==> src/rtl/i2c_sb_pkg.sv <==
// Shared types and constants for the I2C FIFO system-bus sequencer.
package i2c_sb_pkg;

  typedef enum logic [3:0] {
    S_IDLE,
    S_ADDR,
    S_WDATA,
    S_RCMD,
    S_RPOLL,
    S_RHOLD,
    S_RWAIT,
    S_DONE,
    S_ERR1,
    S_ERR2
  } state_t;

  // TX FIFO word flags occupying bits [9:8]
  localparam logic [1:0] FLG_DATA  = 2'b00;
  localparam logic [1:0] FLG_START = 2'b01;
  localparam logic [1:0] FLG_STOP  = 2'b10;
  localparam logic [1:0] FLG_RCMD  = 2'b11;

  // Default register map and timeout limits
  localparam logic [3:0] ADR_TXFIFO_DEF = 4'h0;
  localparam logic [3:0] ADR_RXFIFO_DEF = 4'h1;
  localparam int         ACK_TMO_DEF    = 64;
  localparam int         XFER_TMO_DEF   = 65535;

  // Assemble a TX FIFO word from its flag and byte
  function automatic logic [9:0] tx_word(input logic [1:0] flg, input logic [7:0] b);
    return {flg, b};
  endfunction

endpackage

==> src/rtl/i2c_sb_access.sv <==
// Single system-bus access engine: holds cs/stb with stable we/adr/dat until
// the first ack, captures read data in the ack cycle, and gives up after
// ACK_TMO cycles without an ack.
module i2c_sb_access
  import i2c_sb_pkg::*;
#(
  parameter int ACK_TMO = ACK_TMO_DEF
) (
  input  logic       clk,
  input  logic       rst_n,
  input  logic       start,
  input  logic       abort,
  input  logic       we,
  input  logic [3:0] adr,
  input  logic [9:0] dat,
  output logic       acc_done,
  output logic       acc_tmo,
  output logic [7:0] rdata,
  output logic       sb_cs,
  output logic       sb_stb,
  output logic       sb_we,
  output logic [3:0] sb_adr,
  output logic [9:0] sb_dat_o,
  input  logic [9:0] sb_dat_i,
  input  logic       sb_ack
);

  localparam int CW = $clog2(ACK_TMO + 1);
  localparam logic [CW-1:0] CNT_LAST = CW'(ACK_TMO - 1);

  logic          busy_q, busy_d;
  logic          done_q, done_d;
  logic          tmo_q, tmo_d;
  logic          we_q, we_d;
  logic [3:0]    adr_q, adr_d;
  logic [9:0]    dat_q, dat_d;
  logic [7:0]    rdata_q, rdata_d;
  logic [CW-1:0] cnt_q, cnt_d;
  logic          unused_dat_hi;

  assign unused_dat_hi = ^sb_dat_i[9:8];

  // Next-state logic: accept a new access when idle, finish on ack or timeout
  always_comb begin
    busy_d  = busy_q;
    done_d  = 1'b0;
    tmo_d   = 1'b0;
    we_d    = we_q;
    adr_d   = adr_q;
    dat_d   = dat_q;
    rdata_d = rdata_q;
    cnt_d   = cnt_q;
    if (abort) begin
      busy_d = 1'b0;
    end else if (busy_q) begin
      if (sb_ack) begin
        busy_d  = 1'b0;
        done_d  = 1'b1;
        rdata_d = sb_dat_i[7:0];
      end else if (cnt_q == CNT_LAST) begin
        busy_d = 1'b0;
        tmo_d  = 1'b1;
      end else begin
        cnt_d = cnt_q + 1'b1;
      end
    end else if (start) begin
      busy_d = 1'b1;
      cnt_d  = '0;
      we_d   = we;
      adr_d  = adr;
      dat_d  = dat;
    end
  end

  // Access registers with asynchronous reset
  always_ff @(posedge clk or negedge rst_n) begin
    if (!rst_n) begin
      busy_q  <= 1'b0;
      done_q  <= 1'b0;
      tmo_q   <= 1'b0;
      we_q    <= 1'b0;
      adr_q   <= '0;
      dat_q   <= '0;
      rdata_q <= '0;
      cnt_q   <= '0;
    end else begin
      busy_q  <= busy_d;
      done_q  <= done_d;
      tmo_q   <= tmo_d;
      we_q    <= we_d;
      adr_q   <= adr_d;
      dat_q   <= dat_d;
      rdata_q <= rdata_d;
      cnt_q   <= cnt_d;
    end
  end

  assign acc_done = done_q;
  assign acc_tmo  = tmo_q;
  assign rdata    = rdata_q;
  assign sb_cs    = busy_q;
  assign sb_stb   = busy_q;
  assign sb_we    = busy_q & we_q;
  assign sb_adr   = busy_q ? adr_q : 4'h0;
  assign sb_dat_o = busy_q ? dat_q : 10'h000;

endmodule

==> src/rtl/i2c_fifo_sb_seq.sv <==
// Byte-level I2C request sequencer driving the I2C FIFO core system bus:
// builds TX FIFO words for a request, drains the RX FIFO on reads and
// reports completion or timeout.
module i2c_fifo_sb_seq
  import i2c_sb_pkg::*;
#(
  parameter logic [3:0] ADR_TXFIFO = ADR_TXFIFO_DEF,
  parameter logic [3:0] ADR_RXFIFO = ADR_RXFIFO_DEF,
  parameter int         ACK_TMO    = ACK_TMO_DEF,
  parameter int         XFER_TMO   = XFER_TMO_DEF
) (
  input  logic       CLKI,
  input  logic       RSTN,
  input  logic       req_valid,
  output logic       req_ready,
  input  logic [6:0] req_addr,
  input  logic       req_rnw,
  input  logic [3:0] req_len,
  input  logic       wr_valid,
  output logic       wr_ready,
  input  logic [7:0] wr_data,
  output logic       rd_valid,
  input  logic       rd_ready,
  output logic [7:0] rd_data,
  output logic       done,
  output logic       err,
  output logic       sb_cs,
  output logic       sb_stb,
  output logic       sb_we,
  output logic [3:0] sb_adr,
  output logic [9:0] sb_dat_o,
  input  logic [9:0] sb_dat_i,
  input  logic       sb_ack,
  input  logic       txfifo_full,
  input  logic       rxfifo_empty,
  input  logic       mrdcmpl,
  output logic       fifo_rst
);

  localparam int XW = $clog2(XFER_TMO + 1);
  localparam logic [XW-1:0] XFER_LAST = XW'(XFER_TMO - 1);

  state_t        state_q, state_d;
  logic [6:0]    addr_q, addr_d;
  logic          rnw_q, rnw_d;
  logic [3:0]    len_q, len_d;
  logic [3:0]    cnt_q, cnt_d;
  logic          issued_q, issued_d;
  logic          last_q, last_d;
  logic [XW-1:0] xfer_q, xfer_d;
  logic [7:0]    rd_data_q, rd_data_d;
  logic          done_q, done_d;
  logic          err_q, err_d;
  logic          fifo_rst_q, fifo_rst_d;

  logic       acc_start, acc_abort, acc_we;
  logic [3:0] acc_adr;
  logic [9:0] acc_dat;
  logic       acc_done, acc_tmo;
  logic [7:0] acc_rdata;
  logic       active, xfer_exp;

  i2c_sb_access #(.ACK_TMO(ACK_TMO)) u_access (
    .clk      (CLKI),
    .rst_n    (RSTN),
    .start    (acc_start),
    .abort    (acc_abort),
    .we       (acc_we),
    .adr      (acc_adr),
    .dat      (acc_dat),
    .acc_done (acc_done),
    .acc_tmo  (acc_tmo),
    .rdata    (acc_rdata),
    .sb_cs    (sb_cs),
    .sb_stb   (sb_stb),
    .sb_we    (sb_we),
    .sb_adr   (sb_adr),
    .sb_dat_o (sb_dat_o),
    .sb_dat_i (sb_dat_i),
    .sb_ack   (sb_ack)
  );

  assign active   = (state_q != S_IDLE) && (state_q != S_DONE) &&
                    (state_q != S_ERR1) && (state_q != S_ERR2);
  assign xfer_exp = active && (xfer_q == XFER_LAST);

  // Sequencer next-state, access issue and handshake logic
  always_comb begin
    state_d   = state_q;
    addr_d    = addr_q;
    rnw_d     = rnw_q;
    len_d     = len_q;
    cnt_d     = cnt_q;
    issued_d  = issued_q;
    last_d    = last_q;
    xfer_d    = active ? xfer_q + 1'b1 : xfer_q;
    rd_data_d = rd_data_q;
    acc_start = 1'b0;
    acc_abort = 1'b0;
    acc_we    = 1'b1;
    acc_adr   = ADR_TXFIFO;
    acc_dat   = 10'h000;
    wr_ready  = 1'b0;
    rd_valid  = 1'b0;

    case (state_q)
      S_IDLE: begin
        if (req_valid) begin
          addr_d   = req_addr;
          rnw_d    = req_rnw;
          len_d    = req_len;
          cnt_d    = 4'h0;
          xfer_d   = '0;
          issued_d = 1'b0;
          last_d   = 1'b0;
          state_d  = S_ADDR;
        end
      end
      S_ADDR: begin
        acc_dat = tx_word(FLG_START, {addr_q, rnw_q});
        if (!issued_q && !txfifo_full) begin
          acc_start = 1'b1;
          issued_d  = 1'b1;
        end
        if (acc_done) begin
          issued_d = 1'b0;
          state_d  = rnw_q ? S_RCMD : S_WDATA;
        end
      end
      S_WDATA: begin
        wr_ready = !issued_q && !txfifo_full;
        acc_dat  = tx_word((cnt_q == len_q) ? FLG_STOP : FLG_DATA, wr_data);
        if (wr_valid && wr_ready) begin
          acc_start = 1'b1;
          issued_d  = 1'b1;
          last_d    = (cnt_q == len_q);
          cnt_d     = cnt_q + 1'b1;
        end
        if (acc_done) begin
          issued_d = 1'b0;
          if (last_q) begin
            state_d = S_DONE;
          end
        end
      end
      S_RCMD: begin
        acc_dat = tx_word(FLG_RCMD, {4'h0, len_q});
        if (!issued_q && !txfifo_full) begin
          acc_start = 1'b1;
          issued_d  = 1'b1;
        end
        if (acc_done) begin
          issued_d = 1'b0;
          state_d  = S_RPOLL;
        end
      end
      S_RPOLL: begin
        acc_we  = 1'b0;
        acc_adr = ADR_RXFIFO;
        if (!issued_q && !rxfifo_empty) begin
          acc_start = 1'b1;
          issued_d  = 1'b1;
        end
        if (acc_done) begin
          issued_d  = 1'b0;
          rd_data_d = acc_rdata;
          state_d   = S_RHOLD;
        end
      end
      S_RHOLD: begin
        rd_valid = 1'b1;
        if (rd_ready) begin
          if (cnt_q == len_q) begin
            state_d = S_RWAIT;
          end else begin
            cnt_d   = cnt_q + 1'b1;
            state_d = S_RPOLL;
          end
        end
      end
      S_RWAIT: begin
        if (mrdcmpl) begin
          state_d = S_DONE;
        end
      end
      S_DONE:  state_d = S_IDLE;
      S_ERR1:  state_d = S_ERR2;
      S_ERR2:  state_d = S_IDLE;
      default: state_d = S_IDLE;
    endcase

    // A timeout overrides whatever the state wanted to do this cycle
    if (active && (acc_tmo || xfer_exp)) begin
      state_d   = S_ERR1;
      acc_abort = xfer_exp;
      acc_start = 1'b0;
      issued_d  = 1'b0;
      wr_ready  = 1'b0;
      rd_valid  = 1'b0;
    end

    fifo_rst_d = (state_d == S_ERR1) || (state_d == S_ERR2);
    done_d     = (state_d == S_DONE) || (state_d == S_ERR2);
    err_d      = (state_d == S_ERR2);
  end

  // Sequencer state and registered status outputs
  always_ff @(posedge CLKI or negedge RSTN) begin
    if (!RSTN) begin
      state_q    <= S_IDLE;
      addr_q     <= '0;
      rnw_q      <= 1'b0;
      len_q      <= '0;
      cnt_q      <= '0;
      issued_q   <= 1'b0;
      last_q     <= 1'b0;
      xfer_q     <= '0;
      rd_data_q  <= '0;
      done_q     <= 1'b0;
      err_q      <= 1'b0;
      fifo_rst_q <= 1'b0;
    end else begin
      state_q    <= state_d;
      addr_q     <= addr_d;
      rnw_q      <= rnw_d;
      len_q      <= len_d;
      cnt_q      <= cnt_d;
      issued_q   <= issued_d;
      last_q     <= last_d;
      xfer_q     <= xfer_d;
      rd_data_q  <= rd_data_d;
      done_q     <= done_d;
      err_q      <= err_d;
      fifo_rst_q <= fifo_rst_d;
    end
  end

  assign req_ready = (state_q == S_IDLE);
  assign rd_data   = rd_data_q;
  assign done      = done_q;
  assign err       = err_q;
  assign fifo_rst  = fifo_rst_q;

endmodule

==> config.mk <==
export PLATFORM = sky130hd
export DESIGN_NAME = i2c_fifo_sb_seq
export DESIGN_NICKNAME = d
export VERILOG_FILES = /design/src/rtl/i2c_sb_pkg.sv /design/src/rtl/i2c_sb_access.sv /design/src/rtl/i2c_fifo_sb_seq.sv
export SDC_FILE = /design/constraint.sdc
export NUM_CORES = 1
export LEC_CHECK = 0
export ABC_AREA = 0
export BUFFER_PORTS_ARGS = -buffer_cell sky130_fd_sc_hd__buf_2
export CAP_MARGIN = 20
export CORE_AREA = 2 2 94 96
export CTS_CLUSTER_SIZE = 25
export DETAILED_ROUTE_END_ITERATION = 10
export DIE_AREA = 0 0 96 98
export PLACE_DENSITY = 0.72
export SKIP_LAST_GASP = 1
export SLEW_MARGIN = 20
export SYNTH_ARGS = -nofsm -noshare
export SYNTH_HDL_FRONTEND = slang
export SYNTH_HIERARCHICAL = 1
export SYNTH_SLANG_ARGS = --single-unit
==> constraint.sdc <==
create_clock -name CLKI -period 2.3 [get_ports CLKI]
set_input_delay 0.23 -clock CLKI [delete_from_list [all_inputs] [get_ports CLKI]]
set_output_delay 0.23 -clock CLKI [all_outputs]
set_load 0.03 [all_outputs]
Word-level counts from Yosys, hierarchy flattened
Index checks and enable logic that the tools add are counted.
{ "totals": {"regBits": 82, "in_bits": 39, "elab_cells": 144} }
{ "classes": {"n_addsub": 3, "eq_ne": 26, "mux": 63, "bitwise_logic": 3, "reduce_logical": 29} }
{ "op_table": {"columns": ["operator", "count"], "rows": [
  ["$mux 4", 14],
  ["$mux 16", 3],
  ["$mux 1", 33],
  ["$pmux 4 s8", 1],
  ["$pmux 10 s3", 1],
  ["$mux 7", 4],
  ["$add 16x1->16 const B", 1],
  ["$eq 16x16->1 const B", 1],
  ["$eq 4x3->1 const B", 4],
  ["$eq 4x4->1 const B", 3],
  ["$ne 2x2->1 const B", 6],
  ["$ne 4x3->1 const B", 3],
  ["$pmux 4 s3", 1],
  ["$mux 10", 1],
  ["$reduce_and 5->1", 2],
  ["$reduce_and 3->1", 3],
  ["$eq 4x2->1 const B", 2],
  ["$logic_and 1x1->1", 8],
  ["$ne 4x4->1 const B", 2],
  ["$add 7x1->7 const B", 1],
  ["$eq 7x6->1 const B", 1],
  ["$reduce_bool 5->1", 1],
  ["$add 4x1->4 const B", 1],
  ["$eq 4x1->1 const B", 1],
  ["other kinds (18)", 26]
]} }

Longest topological paths before layout
{ "logic_depth": {"depth_word": 11, "depth_mapped": 10, "ltp_nobuf": 10} }

Cells and area by module
Netlist, hierarchy kept.
{ "by_module_without_submodules": {"columns": ["module", "instances", "cells_per_inst", "area_each_um2", "seq_area_each_um2"], "rows": [
  ["i2c_fifo_sb_seq", 1, 305, 2700.1, 1226.2],
  ["i2c_sb_access", 1, 134, 1505.2, 825.8]
]} }

Least setup slack after synthesis
Ideal clock, no wire load.
{ "synth_timing": {"path_type": "register -> register", "start": "register state_q[2]", "end": "register u_access.adr_q[0]", "setup_time_ps": 128, "arrival_time_ps": 2182, "slack_ps": -10, "path_stages_with_launch": 9, "path_cell_list": "dfrtp_1 > buf_2 > buf_1 > nor4b_1 > o21ai_0 > nor2_1 > nor3b_4 > buf_4 > mux2_1"} }
{ "synth_rtl": {"columns": ["element", "line_no", "source"], "rows": [
  ["start: declaration", "i2c_fifo_sb_seq.sv:43", "state_t state_q, state_d;"],
  ["start signal: assignment", "i2c_fifo_sb_seq.sv:223", "state_q <= state_d;"],
  ["$ne 4x3->1 / $reduce_bool 4->1 (equally long branches)", "i2c_fifo_sb_seq.sv:83", "assign active = (state_q != S_IDLE) && (state_q != S_DONE) &&"],
  ["$logic_and 1x1->1 (2 in series)", "i2c_fifo_sb_seq.sv:83", null],
  ["$logic_and 1x1->1", "i2c_fifo_sb_seq.sv:84", "(state_q != S_ERR1) && (state_q != S_ERR2);"],
  ["$logic_and 1x1->1", "i2c_fifo_sb_seq.sv:85", "assign xfer_exp = active && (xfer_q == XFER_LAST);"],
  ["$logic_or 1x1->1", "i2c_fifo_sb_seq.sv:193", "if (active && (acc_tmo || xfer_exp)) begin"],
  ["$logic_and 1x1->1", "i2c_fifo_sb_seq.sv:193", null],
  ["$mux 1 (*)", "i2c_fifo_sb_seq.sv:193", null],
  ["net acc_start", "i2c_fifo_sb_seq.sv:56", "logic acc_start, acc_abort, acc_we;"],
  ["$reduce_and 3->1 (no source line) (*)", null, null],
  ["end signal: assignment", "i2c_sb_access.sv:91", "adr_q <= adr_d;"],
  ["end: declaration", "i2c_sb_access.sv:35", "logic [3:0] adr_q, adr_d;"]
]} }
Mark *: on every way through the listed nets, which the timed path passes. The rest lies on a longest branch.
A chain may end at the register's enable or synchronous reset.

Final worst setup path
{ "layout_timing": {"start": "register xfer_q[0]", "end": "output port rd_valid"} }
{ "layout_between": {"elab_chain_len": 5} }
{ "layout_lines": {"columns": ["element", "line_no", "source"], "rows": [
  ["start: declaration", "i2c_fifo_sb_seq.sv:50", "logic [XW-1:0] xfer_q, xfer_d;"],
  ["start signal: assignment", "i2c_fifo_sb_seq.sv:230", "xfer_q <= xfer_d;"],
  ["$eq 16x16->1", "i2c_fifo_sb_seq.sv:85", null],
  ["$logic_and 1x1->1", "i2c_fifo_sb_seq.sv:85", null],
  ["$logic_or 1x1->1", "i2c_fifo_sb_seq.sv:193", null],
  ["$logic_and 1x1->1", "i2c_fifo_sb_seq.sv:193", null],
  ["$mux 1", "i2c_fifo_sb_seq.sv:193", null],
  ["end: declaration", "i2c_fifo_sb_seq.sv:22", "output logic rd_valid,"]
]} }
No other way between the ends.

==> reports/metrics.csv <==
stage,metric,value,unit
synth,area share of the leading cell type in the synthesized netlist,48.8,%
setup_path,CP Data Required Time,2.07,ns
setup_path,crit path DAT,1.98,ns
floorplanning,Die Width,96,um
synth,Mapped Avg Cell Area,9.58,um2
cells_and_area,FILL cells,750,
place,pre-CTS setup slack,0.107,ns
setup_path,buffers plus inverters on the worst setup path,3,
detailed_routing,DRC,0,
timing,# setup viols final,0,
synth,asr flop ratio synth,100,%
place,gpl congestion,0.869,
timing,Final Skew,0.00823,ns
clock_tree,"CTS clk-pin slew, worst paths",0.09,ns
power_and_ir_drop,maximum vdd drop,591,uV
timing,RSZ-0062 raised after global routing,true,
synth,dominant cell by count in the synthesized netlist,dfrtp_1,
flow_run,number of max-cap violations,0,
synth,post-synth cell types,64,
floorplanning,core region area,8470,um2
synth,Post-Syn Area,4210,um2
detailed_routing,DR iter-0 viols,167,
synth,Seq cells post-synth,82,
grt,GRT overflow,0,
synth,Synth area leaders,"dfrtp_1 49%, nand2_1 6.9%, nor2_1 3.7%, mux2_2 3.5%, mux2_1 2.7%",
synth,most frequent cells after synthesis,"82 x dfrtp_1, 77 x nand2_1, 41 x nor2_1, 17 x a21oi_1, 17 x and2_1",
timing,Worst Tran Pin Value,0.640,ns
cells_and_area,post-route cell area,4990,um2
power_and_ir_drop,static leakage,2.51,nW
detailed_routing,post-route antenna net violation count,0,
timing,Fin Setup TNS,0,ns
grt,vias in the first global route,3245,
setup_path,slowest cell on the critical path,dfrtp_1,
setup_path,"slowest stage delay, CP",0.41,ns
min_path,Worst Hold Class,primary input to flip-flop,
synth,yosys warns,6,
cells_and_area,footprint of the multi-input gates,2010,um2
place,input/output buffers,67,
clock_tree,clock buffer depth,2,
timing,Slew headroom,57.3,%
floorplanning,Die H,98,um
grt,antenna violations before repair,0,
floorplanning,initial core utilization,49.7,%
setup_path,Setup crit end kind,output port,
clock_tree,Clock Tree Root,clkbuf_8,
timing,worst setup margin,0.0948,ns
detailed_routing,Initial DRT Pass Iterations,4,
run_status,status,"complete, no violations",
setup_path,CP cell instances,"inv_1, ha_1, nand4_1, nor4_2, o21a_1, buf_4, nor4_1, buf_2",
clock_tree,TritonCTS clock tree,yes,
setup_path,critical path peak fanout,5,
setup_path,cell family with most CP delay,buffers and inverters,
clock_tree,"Clk Latency, worst-skew pair",0.35,ns
detailed_routing,via count,3367,
timing,Final Hold Viols,0,
grt,first-pass GRT wire length,15300,um
timing,fin crit share,95.9,%
power_and_ir_drop,Pwr Density,1240,nW/um2
synth,Post-synth EDFFs,0,
detailed_routing,vias per inst,5.35,
floorplanning,I/O pin cnt,70,
cells_and_area,layout cell share with drive strength beyond 1,24.4,%
clock_tree,H-tree depth,3,
cells_and_area,Register Area,2050,um2
timing,hold_ws,0.0595,ns
cells_and_area,Nets,559,
clock_tree,clk sinks,82,
synth,Post-synth top flop,dfrtp_1,
cells_and_area,"Area growth, synth to finish",18.6,%
grt,GRT Overall Usage,20.8,%
detailed_routing,routed wire length,8890,um
place,Placed Area,4740,um2
synth,Synth Instances,439,
floorplanning,number of cell rows,34,
cells_and_area,Antenna Cells,0,
synth,Synth area leader,dfrtp_1,
setup_path,Startpoint Class,flip-flop,
timing,Tmin final,2.21,ns
timing,Pins Over Slew Limit,0,
setup_path,Setup CP Type,flip-flop to output port,
grt,pin count of the biggest net entering global routing,48,
floorplanning,Die Area,9410,um2
detailed_routing,mean routed wirelength per cell,14.1,um
clock_tree,CTS buffer count,9,
timing,fmax,453,MHz
synth,post-synthesis sequential area ratio,48.8,%
place,dpl hpwl,6350,um
repair_timing:
item | 4_1_cts | 5_1_grt
setup endpoints to repair | 0 | 23
gates resized for setup | 0 | 3
hold endpoints to repair | 46 | 0
setup buffers | 0 | 1
hold buffers | 1 | 0
cells by family (layout without fill, tap and decap cells):
family,count (synthesis),count (layout),synth area share [%]
AO/OA/AOI/OAI,61,61,9.58
XOR/XNOR,17,17,3.54
adder cells (fa/ha/maj),4,4,1.19
buffers and inverters,33,113,3.63
flip-flops,82,82,48.8
multiplexers,30,30,7.83
other,1,3,0.0892
AND/OR/NAND/NOR,211,211,25.3
final timing paths:
check | from | end | slack (ns) | cells after the start
worst max-delay path | xfer_q[0]$_DFF_PN0_ | rd_valid | 0.09 | 8
worst min-delay path | req_addr[6] | addr_q[6]$_DFFE_PN0P_ | 0.06 | 3
worst max register to register | state_q[1]$_DFF_PN0_ | u_access/dat_q[4]$_DFFE_PN0P_ | 0.16 | 7
worst min register to register | u_access/rdata[1]$_DFFE_PN0P_ | u_access/rdata[1]$_DFFE_PN0P_ | 0.48 | 2
max in group asynchronous | RSTN | addr_q[3]$_DFFE_PN0P_ | 1.27 | 3
min in group asynchronous | RSTN | u_access/rdata[4]$_DFFE_PN0P_ | 0.43 | 2
sequential cells by signal (all words and copies together) (netlist names), 4 cells and up:
signal / count
addr_q: 7
cnt_q: 4
len_q: 4
rd_data: 8
state_q: 4
u_access/adr_q: 4
u_access/cnt_q: 7
u_access/dat_q: 10
u_access/rdata: 8
xfer_q: 16
layer usage:
metal	wire length, um	global-route usage [%]
met5	0	0
met4	158	6.37
met3	513	4.94
met2	4030	31.5
met1	4190	29.6
metrics by stage:
step | util (%) | power [mW] | std cells
final | 58.9 | 6.17 | 629
after global routing | 58.9 | 6.64 | 629
after CTS | 58.7 | 6.20 | 628
after detailed placement | 56.0 | 5.04 | 611
after global placement | 56.0 | 4.94 | 611
after floorplan | - | 4.25 | 441
cell type report:
class,instances,area share (%)
Clock buffer,11,2.83
Clock inverter,5,1.56
Inverter,10,0.753
Multi-Input combinational cell,326,40.4
Sequential cell,82,41.2
Tap cell,108,2.71
Timing Repair Buffer,87,10.6
worst min-delay path, stage by stage:
cell and delay [ns]:
buf_2 0.08, nand2_1 0.04, nand2_1 0.04
power by group:
group	internal, mW	switching [mW]
Clock	0.638	0.513
Combinational	1.09	1.61
Sequential	1.93	0.393
Total	3.66	2.51
cell usage in the layout (no fill, tap or decap), drive strengths merged, types with 2 or more instances in the layout:
cell type / instances
or2: 3
o22ai: 2
clkinv: 2
xnor2: 5
or4: 2
inv: 10
nor2b: 7
and2: 17
mux2: 23
nor3b: 3
nor4: 8
mux2i: 7
a211oi: 3
and3: 8
nand2b: 4
ha: 4
and3b: 2
or3: 4
nand2: 77
o21a: 2
a21oi: 18
conb: 3
xor2: 12
and4b: 2
buf: 86
nand3: 10
dfrtp: 82
a31oi: 3
nand3b: 2
o21ai: 14
nor2: 42
clkbuf: 11
nand4: 10
a21o: 3
a22oi: 5
bufinv: 2
nor3: 6
(Power assumes the default switching activity.)
